--- src/rtl/mips_muldiv_if.sv ---
// Core-to-HI/LO-unit bus: instruction operands in, architectural HI/LO and handshake out.
interface mips_muldiv_if #(
    parameter int WIDTH = 32
);
    logic             op_valid;
    logic [2:0]       op_code;
    logic [WIDTH-1:0] op_a;
    logic [WIDTH-1:0] op_b;
    logic             mf_req;
    logic [WIDTH-1:0] hi;
    logic [WIDTH-1:0] lo;
    logic             busy;
    logic             done;
    logic             stall;

    modport master (
        output op_valid, op_code, op_a, op_b, mf_req,
        input  hi, lo, busy, done, stall
    );

    modport slave (
        input  op_valid, op_code, op_a, op_b, mf_req,
        output hi, lo, busy, done, stall
    );
endinterface

--- src/rtl/mips_muldiv_unit.sv ---
// Iterative MIPS multiply/divide engine owning HI/LO; retires BITS_PER_CYCLE bits per cycle
// and stalls the core while a result is pending.
module mips_muldiv_unit #(
    parameter int WIDTH          = 32,
    parameter int BITS_PER_CYCLE = 1
) (
    input  logic          clk,
    input  logic          reset,
    input  logic          clock_enable,
    mips_muldiv_if.slave  bus
);
    localparam int ITER_N = WIDTH / BITS_PER_CYCLE;
    localparam int CNT_W  = (ITER_N > 1) ? $clog2(ITER_N) : 1;
    localparam int PW     = 2 * WIDTH;

    typedef enum logic [1:0] {
        ST_IDLE = 2'd0,
        ST_ITER = 2'd1,
        ST_FIX  = 2'd2
    } state_t;

    state_t           state_r, state_s;
    logic [CNT_W-1:0] cnt_r;
    logic [WIDTH-1:0] work_hi_r, work_lo_r, mcand_r, a_raw_r;
    logic             sign_r, dsign_r, dz_r, is_div_r;
    logic [WIDTH-1:0] hi_r, lo_r;
    logic             busy_r, done_r;

    logic             accept_s, start_s, is_signed_s, is_div_s, a_neg_s, b_neg_s;
    logic [WIDTH-1:0] abs_a_s, abs_b_s;
    logic [WIDTH-1:0] iter_hi_s, iter_lo_s, diff_s;
    logic [WIDTH:0]   sum_s;
    logic             ge_s;
    logic [PW-1:0]    prod_neg_s;
    logic [WIDTH-1:0] fix_hi_s, fix_lo_s;

    assign accept_s    = bus.op_valid & (state_r == ST_IDLE) & clock_enable & (bus.op_code <= 3'd5);
    assign start_s     = accept_s & (bus.op_code <= 3'd3);
    assign is_signed_s = (bus.op_code == 3'd0) | (bus.op_code == 3'd2);
    assign is_div_s    = (bus.op_code == 3'd2) | (bus.op_code == 3'd3);
    assign a_neg_s     = is_signed_s & bus.op_a[WIDTH-1];
    assign b_neg_s     = is_signed_s & bus.op_b[WIDTH-1];
    assign abs_a_s     = a_neg_s ? (~bus.op_a + WIDTH'(1)) : bus.op_a;
    assign abs_b_s     = b_neg_s ? (~bus.op_b + WIDTH'(1)) : bus.op_b;

    // FSM state register
    always_ff @(posedge clk or negedge reset) begin
        if (!reset) begin
            state_r <= ST_IDLE;
        end else if (clock_enable) begin
            state_r <= state_s;
        end
    end

    // FSM next-state logic
    always_comb begin
        state_s = state_r;
        case (state_r)
            ST_IDLE: if (start_s) state_s = ST_ITER; else state_s = ST_IDLE;
            ST_ITER: if (cnt_r == '0) state_s = ST_FIX; else state_s = ST_ITER;
            ST_FIX:  state_s = ST_IDLE;
            default: state_s = ST_IDLE;
        endcase
    end

    // One iteration: BITS_PER_CYCLE shift-add (multiply) or restoring-subtract (divide) steps
    always_comb begin
        iter_hi_s = work_hi_r;
        iter_lo_s = work_lo_r;
        sum_s     = '0;
        diff_s    = '0;
        ge_s      = 1'b0;
        for (int i = 0; i < BITS_PER_CYCLE; i++) begin
            if (is_div_r) begin
                ge_s   = ({1'b0, iter_hi_s, iter_lo_s[WIDTH-1]} >= {2'b00, mcand_r});
                diff_s = {iter_hi_s[WIDTH-2:0], iter_lo_s[WIDTH-1]} - mcand_r;
                if (ge_s) iter_hi_s = diff_s;
                else      iter_hi_s = {iter_hi_s[WIDTH-2:0], iter_lo_s[WIDTH-1]};
                iter_lo_s = {iter_lo_s[WIDTH-2:0], ge_s};
            end else begin
                sum_s     = {1'b0, iter_hi_s} + (iter_lo_s[0] ? {1'b0, mcand_r} : {(WIDTH+1){1'b0}});
                iter_lo_s = {sum_s[0], iter_lo_s[WIDTH-1:1]};
                iter_hi_s = sum_s[WIDTH:1];
            end
        end
    end

    // Sign correction of the unsigned result; divide-by-zero returns the raw dividend in HI
    always_comb begin
        fix_hi_s   = work_hi_r;
        fix_lo_s   = work_lo_r;
        prod_neg_s = ~{work_hi_r, work_lo_r} + PW'(1);
        if (!is_div_r) begin
            if (sign_r) {fix_hi_s, fix_lo_s} = prod_neg_s;
            else        {fix_hi_s, fix_lo_s} = {work_hi_r, work_lo_r};
        end else if (dz_r) begin
            fix_hi_s = a_raw_r;
            fix_lo_s = work_lo_r;
        end else begin
            fix_lo_s = sign_r  ? (~work_lo_r + WIDTH'(1)) : work_lo_r;
            fix_hi_s = dsign_r ? (~work_hi_r + WIDTH'(1)) : work_hi_r;
        end
    end

    // Datapath, counter, HI/LO and handshake registers
    always_ff @(posedge clk or negedge reset) begin
        if (!reset) begin
            cnt_r     <= '0;
            work_hi_r <= '0;
            work_lo_r <= '0;
            mcand_r   <= '0;
            a_raw_r   <= '0;
            sign_r    <= 1'b0;
            dsign_r   <= 1'b0;
            dz_r      <= 1'b0;
            is_div_r  <= 1'b0;
            hi_r      <= '0;
            lo_r      <= '0;
            busy_r    <= 1'b0;
            done_r    <= 1'b0;
        end else if (clock_enable) begin
            busy_r <= (state_s != ST_IDLE);
            done_r <= (state_r == ST_FIX);
            case (state_r)
                ST_IDLE: begin
                    if (start_s) begin
                        cnt_r     <= CNT_W'(ITER_N - 1);
                        work_hi_r <= '0;
                        work_lo_r <= is_div_s ? abs_a_s : abs_b_s;
                        mcand_r   <= is_div_s ? abs_b_s : abs_a_s;
                        a_raw_r   <= bus.op_a;
                        sign_r    <= a_neg_s ^ b_neg_s;
                        dsign_r   <= a_neg_s;
                        dz_r      <= is_div_s & (bus.op_b == '0);
                        is_div_r  <= is_div_s;
                    end else if (accept_s && bus.op_code == 3'd4) begin
                        hi_r <= bus.op_a;
                    end else if (accept_s && bus.op_code == 3'd5) begin
                        lo_r <= bus.op_a;
                    end
                end
                ST_ITER: begin
                    work_hi_r <= iter_hi_s;
                    work_lo_r <= iter_lo_s;
                    if (cnt_r != '0) cnt_r <= cnt_r - CNT_W'(1);
                end
                ST_FIX: begin
                    hi_r <= fix_hi_s;
                    lo_r <= fix_lo_s;
                end
                default: ;
            endcase
        end
    end

    assign bus.hi    = hi_r;
    assign bus.lo    = lo_r;
    assign bus.busy  = busy_r;
    assign bus.done  = done_r;
    assign bus.stall = busy_r & (bus.op_valid | bus.mf_req);
endmodule

--- src/flat_wrapper.sv ---
// flat-port wrapper written by rule: the top's interface ports become plain ports
module mips_muldiv_unit_flat 
#(
    parameter int WIDTH          = 32,
    parameter int BITS_PER_CYCLE = 1
)
  (clk, reset, clock_enable, bus_op_valid, bus_op_code, bus_op_a, bus_op_b, bus_mf_req, bus_hi, bus_lo, bus_busy, bus_done, bus_stall);
  mips_muldiv_if #(.WIDTH(WIDTH)) bus_i ();
  input  logic clk;
  input  logic reset;
  input  logic clock_enable;
  input wire logic [$bits(bus_i.op_valid)-1:0] bus_op_valid;
  input wire logic [$bits(bus_i.op_code)-1:0] bus_op_code;
  input wire logic [$bits(bus_i.op_a)-1:0] bus_op_a;
  input wire logic [$bits(bus_i.op_b)-1:0] bus_op_b;
  input wire logic [$bits(bus_i.mf_req)-1:0] bus_mf_req;
  output wire logic [$bits(bus_i.hi)-1:0] bus_hi;
  output wire logic [$bits(bus_i.lo)-1:0] bus_lo;
  output wire logic [$bits(bus_i.busy)-1:0] bus_busy;
  output wire logic [$bits(bus_i.done)-1:0] bus_done;
  output wire logic [$bits(bus_i.stall)-1:0] bus_stall;
  assign bus_i.op_valid = bus_op_valid;
  assign bus_i.op_code = bus_op_code;
  assign bus_i.op_a = bus_op_a;
  assign bus_i.op_b = bus_op_b;
  assign bus_i.mf_req = bus_mf_req;
  assign bus_hi = bus_i.hi;
  assign bus_lo = bus_i.lo;
  assign bus_busy = bus_i.busy;
  assign bus_done = bus_i.done;
  assign bus_stall = bus_i.stall;
  mips_muldiv_unit #(.WIDTH(WIDTH), .BITS_PER_CYCLE(BITS_PER_CYCLE)) u_core (.clk(clk), .reset(reset), .clock_enable(clock_enable), .bus(bus_i));
endmodule
--- config.mk ---
export PLATFORM = sky130hd
export DESIGN_NAME = mips_muldiv_unit_flat
export DESIGN_NICKNAME = d
export VERILOG_FILES = /design/src/rtl/mips_muldiv_if.sv /design/src/rtl/mips_muldiv_unit.sv /design/src/flat_wrapper.sv
export SDC_FILE = /design/constraint.sdc
export NUM_CORES = 1
export LEC_CHECK = 0
export CORE_MARGIN = 2
export CORE_UTILIZATION = 44
export DETAILED_ROUTE_END_ITERATION = 10
export HOLD_SLACK_MARGIN = 0.12
export SYNTH_ARGS = -nofsm -noshare
export SYNTH_HDL_FRONTEND = slang
export SYNTH_SLANG_ARGS = --single-unit
--- constraint.sdc ---
create_clock -name clk -period 9 [get_ports clk]
set_input_delay 1.8 -clock clk [delete_from_list [all_inputs] [get_ports clk]]
set_output_delay 1.8 -clock clk [all_outputs]
set_load 0.02 [all_outputs]
# Word level (Yosys, flattened, before mapping)
# Index checks and enable logic that the tools add are counted.
# totals
wordCells,102
inputBits,72
output_inout_bits,67
register_bits,205
# classes
muxes,33
reduce_logical,15
n_lt_le_gt_ge,3
n_eq_ne,12
bitwise_logic,17
n_addsub,8
# ops
operator,count
32-bit 2-to-1 mux,23
32-bit one-hot mux with 2 select lines,4
32-bit by 1-bit adder with 32-bit output (second input constant),4
32-bit NOT,4
64-bit by 1-bit adder with 64-bit output (second input constant),1
64-bit NOT,1
32-bit by 33-bit adder with 33-bit output,1
33-bit by 32-bit greater-or-equal comparator with 1-bit output,1
32-bit logical NOT,1
32-bit subtractor,1
5-bit 2-to-1 mux,2
5-bit one-hot mux with 2 select lines,1
1-bit AND,8
2-bit inequality test (second input constant),4
4-bit AND reduction,2
3-bit by 2-bit equality test with 1-bit output (second input constant),2
3-bit equality test (second input constant),2
3-bit AND reduction,2
2-bit nonzero test,3
5-bit logical NOT,1
5-bit AND reduction,1
5-bit nonzero test,1
5-bit by 1-bit subtractor with 5-bit output (second input constant),1
2-bit by 1-bit inequality test with 1-bit output (second input constant),2
other kinds (12),15

# Longest topological paths before layout
# depth
word_depth,9
depth_mapped,15
mapped_depth_nobuf,13

# Least setup slack after synthesis
# Ideal clock, no wire load.
# synth_timing
kind,input port to flip-flop
startpoint,in bus_op_b[8]
endpoint,reg u_core.work_lo_r[29]
setup_ns,0.134
stages,9
path_buffers,0
arrival_time_ns,4.108
setup_slack_ns,4.759
path_cell_list,or4_1 or4_1 nor3_1 nand2_1 o31a_1 xnor2_1 a21oi_1 a21oi_1 o21ai_0
# synth_via
elab_chain_cells,6
# synth_lines
element,line,source
"start, declared",flat_wrapper.sv:15,input wire logic [$bits(bus_i.op_b)-1:0] bus_op_b;
32-bit NOT,mips_muldiv_unit.sv:44,assign abs_b_s = b_neg_s ? (~bus.op_b + WIDTH'(1)) : bus.op_b;
32-bit by 1-bit adder with 32-bit output,mips_muldiv_unit.sv:44,
32-bit 2-to-1 mux,mips_muldiv_unit.sv:44,
32-bit 2-to-1 mux,mips_muldiv_unit.sv:129,work_lo_r <= is_div_s ? abs_a_s : abs_b_s;
32-bit 2-to-1 mux,mips_muldiv_unit.sv:126,if (start_s) begin
32-bit one-hot mux with 2 select lines,mips_muldiv_unit.sv:124,case (state_r)
"end signal, assigned",mips_muldiv_unit.sv:129,
"end signal, assigned",mips_muldiv_unit.sv:144,work_lo_r <= iter_lo_s;
"end, declared",mips_muldiv_unit.sv:24,"logic [WIDTH-1:0] work_hi_r, work_lo_r, mcand_r, a_raw_r;"
# No other way between the ends. The select of a mux whose other input is x is not followed.
# A chain may end at the register's enable or synchronous reset.

# Worst setup path in the final report
# layout_timing
startpoint,in bus_op_b[6]
endpoint,reg u_core.work_lo_r[29]
# Same word-level chain as after synthesis.

==> flow_summary.toml <==
[status]
status = "finished, final reports clean"

[timing]
min_period_ns = 4.91
fin_setup_tns_ns = 0
worst_pin_slew_ns = 1.24
setup_viol = 0
finalCritPeriodShare_pct = 54.5
fmax_mhz = 204
slew_viol_final = 0
grt_setup_unrepaired = "false"
fin_worst_skew_ns = 0.0200
hold_violations = 0
slew_headroom_pct = 17.0

[yosys]
synth_top_area_cell = "dfrtp_1"
yosysSeqAreaShare_pct = 30.1
syn_inst = 2224
ys_top_cells_by_area = "dfrtp_1 30%, nand2_1 7.4%, xnor2_1 7.2%"
synth_mux_area_share_pct = 4.54
synth_fp_nets = 2367
synth_top_family_by_area = "compound AO/OA/AOI/OAI gates"
ys_ff_latch = 205
synthMostInstantiatedCell = "nand2_1"
syn_area_um2 = 17100
synth-compound-area-share_pct = 25.8
avgSynthCellArea_um2 = 7.67
yosysUniqueCellTypes = 75
synth_common_cells = "335 x nand2_1, 236 x o21ai_0, 205 x dfrtp_1"
synth-async-reset-ratio_pct = 100
ys_warn_count = 0
synth_simple_gate_area_share_pct = 19.1
synth_top_cell_area_share_pct = 30.1
synth_fa_ha_area_share_pct = 5.29
synth_edf_count = 0
synthFlopType = "dfrtp_1"
synth_xor_area_share_pct = 10.2

[grt]
antenna_found_initial = 1
grt_pass1_wl_mm = 101
grt_overflow = 0
grt_max_degree = 93
grt_pass1_vias = 16459
grt.total_usage_pct = 32.4

[worst_hold_path]
hold_path_class = "reg2reg"
hold_path_end = "u_core.bus.lo[11]"
hold_depth = 2
worstHoldStart = "u_core.bus.lo[11]"

[route]
drt_iter0_drc = 1722
via_per_inst = 6.22
wl_per_cell_um = 23.9
dr_wl_met2_mm = 28.4
routed_wl_mm = 66.8
drt_drc_violations_left = 0
via_count = 17379
dr.max_layer_used = "met4"
antenna_left = 0
dr.pass1.iters = 8
wl_met1_mm = 29.0
wl_met3_mm = 5.68

[clock_tree]
clkLatencyLatePin_ns = 0.58
ctsResizeCount = 0
holdBufCountCts = 0
cts.sinks = 205
postCtsSetupBuffers = 0
clkTransAtPathRegs_ns = 0.06
ctsRootBufferMaster = "clkbuf_16"
numCtsBuffers = 27
cts_tree = "yes"
clk_path_buf_depth = 3
htreeDepth = 1

[pwr]
ir_worst_vdd_mv = 0.149
powerDensity_nw_per_um2 = 334
leakagePower_nw = 8.18

[finish]
nFillCells = 3847
drive_gt1_share_pct = 4.61
regArea_um2 = 5130
syn_to_final_growth_pct = 14.7
nets = 2402
multi_input_area_um2 = 11100
post-route-cell-area_um2 = 19600

[critical_path]
reg2regPathDepth = 9
rrSetupSlack_ns = 4.37
path_max_fanout = 7
startpoint_type = "input port"
worstPathArrival_ns = 5.31
crit_type = "in2reg"
endpoint_kind = "register"
r2r-start = "u_core.work_lo_r[10]"
rr_endpoint = "u_core.bus.hi[8]"
required_ns = 9.40

[floorplanning]
io_pins = 139
core_um2 = 38500
start_util_pct = 44.4
die_w_um = 201
die_y_um = 201
die_area_um2 = 40400
rows = 72

[placed_design]
gp_congestion = 0.966
dp_hpwl_mm = 49.9
port-buffer-count = 138
place_area_um2 = 18700

[flow_run]
drv_cap = 0
-- per-layer routing --
metal | track usage, % | up-vias
met5 | 0 | -
met2 | 49.0 | 847
li1 | - | 7996
met3 | 4.90 | 152
met4 | 15.8 | 0
met1 | 45.3 | 8384
-- worst max-delay path, cell delays in order --
cell,delay (ns)
clkdlybuf4s50_1,0.50
or4_1,0.57
or4_1,0.49
nor3_1,0.86
nand2_1,0.23
o31a_1,0.30
xnor2_1,0.25
a21oi_1,0.11
a21oi_1,0.13
o21ai_0,0.08
-- sequential cells by signal, indices dropped and copies added (netlist names), 2 cells and up --
signal and count:
u_core.bus.hi 32, u_core.mcand_r 32, u_core.a_raw_r 32, u_core.state_r 2, u_core.work_hi_r 32, u_core.cnt_r 5, u_core.work_lo_r 32, u_core.bus.lo 32
-- metrics by stage --
step           hold slack [ns]  total power, W  utilization, %  worst slack [ns]  std cells
2_1_floorplan            0.445         0.00421               -              4.76       2224
3_3_place_gp             0.462         0.00534            48.6              3.44       2747
3_5_place_dp             0.468         0.00538            48.6              3.42       2747
4_1_cts                  0.482         0.00648            50.9              3.99       2793
5_1_grt                  0.501         0.00698            50.9              3.95       2794
6_report                 0.474         0.00654            50.9              4.09       2795
-- power by group --
| part | total, W | internal (W) | switching [W] | leakage, nW |
|---|---|---|---|---|
| combinational | 0.00365 | 0.00153 | 0.00212 | 5.16 |
| sequential | 0.00181 | 0.00124 | 0.000571 | 2.60 |
| clock | 0.00108 | 0.000625 | 0.000459 | 0.426 |
| total | 0.00654 | 0.00339 | 0.00315 | 8.18 |
-- layout by cell type, fill, tap and decap left out, types with 27 or more instances in the layout --
cell type        count
nand2_1            334
nor3_1              35
clkdlybuf4s50_1    137
a21oi_1            197
dfrtp_1            204
o31ai_1             34
a21o_1              33
mux2i_1             65
inv_1               67
xnor2_1            140
xor2_1              59
clkbuf_16           27
ha_1                69
a22oi_1             35
nor2_1             187
o21ai_0            236
-- area by class of cell --
type	instances	area share, %
timing repair buffer	163	8.04
clock inverter	13	0.716
multi-input combinational	1795	56.8
clock buffer	33	3.67
tap	518	3.31
antenna	1	0.0128
sequential	205	26.2
inverter	67	1.28
-- cell families after synthesis --
family / Yosys count
fa+ha+maj: 71
xor+xnor: 199
buf+inv: 224
flops: 205
mux: 76
compound gates: 719
simple gates: 730
-- worst max-delay path by stage --
stage	slack, ns	from	end	cells after the start
5_1_grt	3.95	bus_op_b[8]	u_core.work_lo_r[29]	10
3_3_place_gp	3.44	bus_op_a[18]	u_core.work_lo_r[29]	10
4_1_cts	3.99	bus_op_a[18]	u_core.work_lo_r[29]	10
6_report	4.09	bus_op_b[6]	u_core.work_lo_r[29]	10
3_5_place_dp	3.42	bus_op_a[18]	u_core.work_lo_r[29]	10
2_1_floorplan	4.76	bus_op_b[8]	u_core.work_lo_r[29]	9
Power figures use the tool's default switching activity.
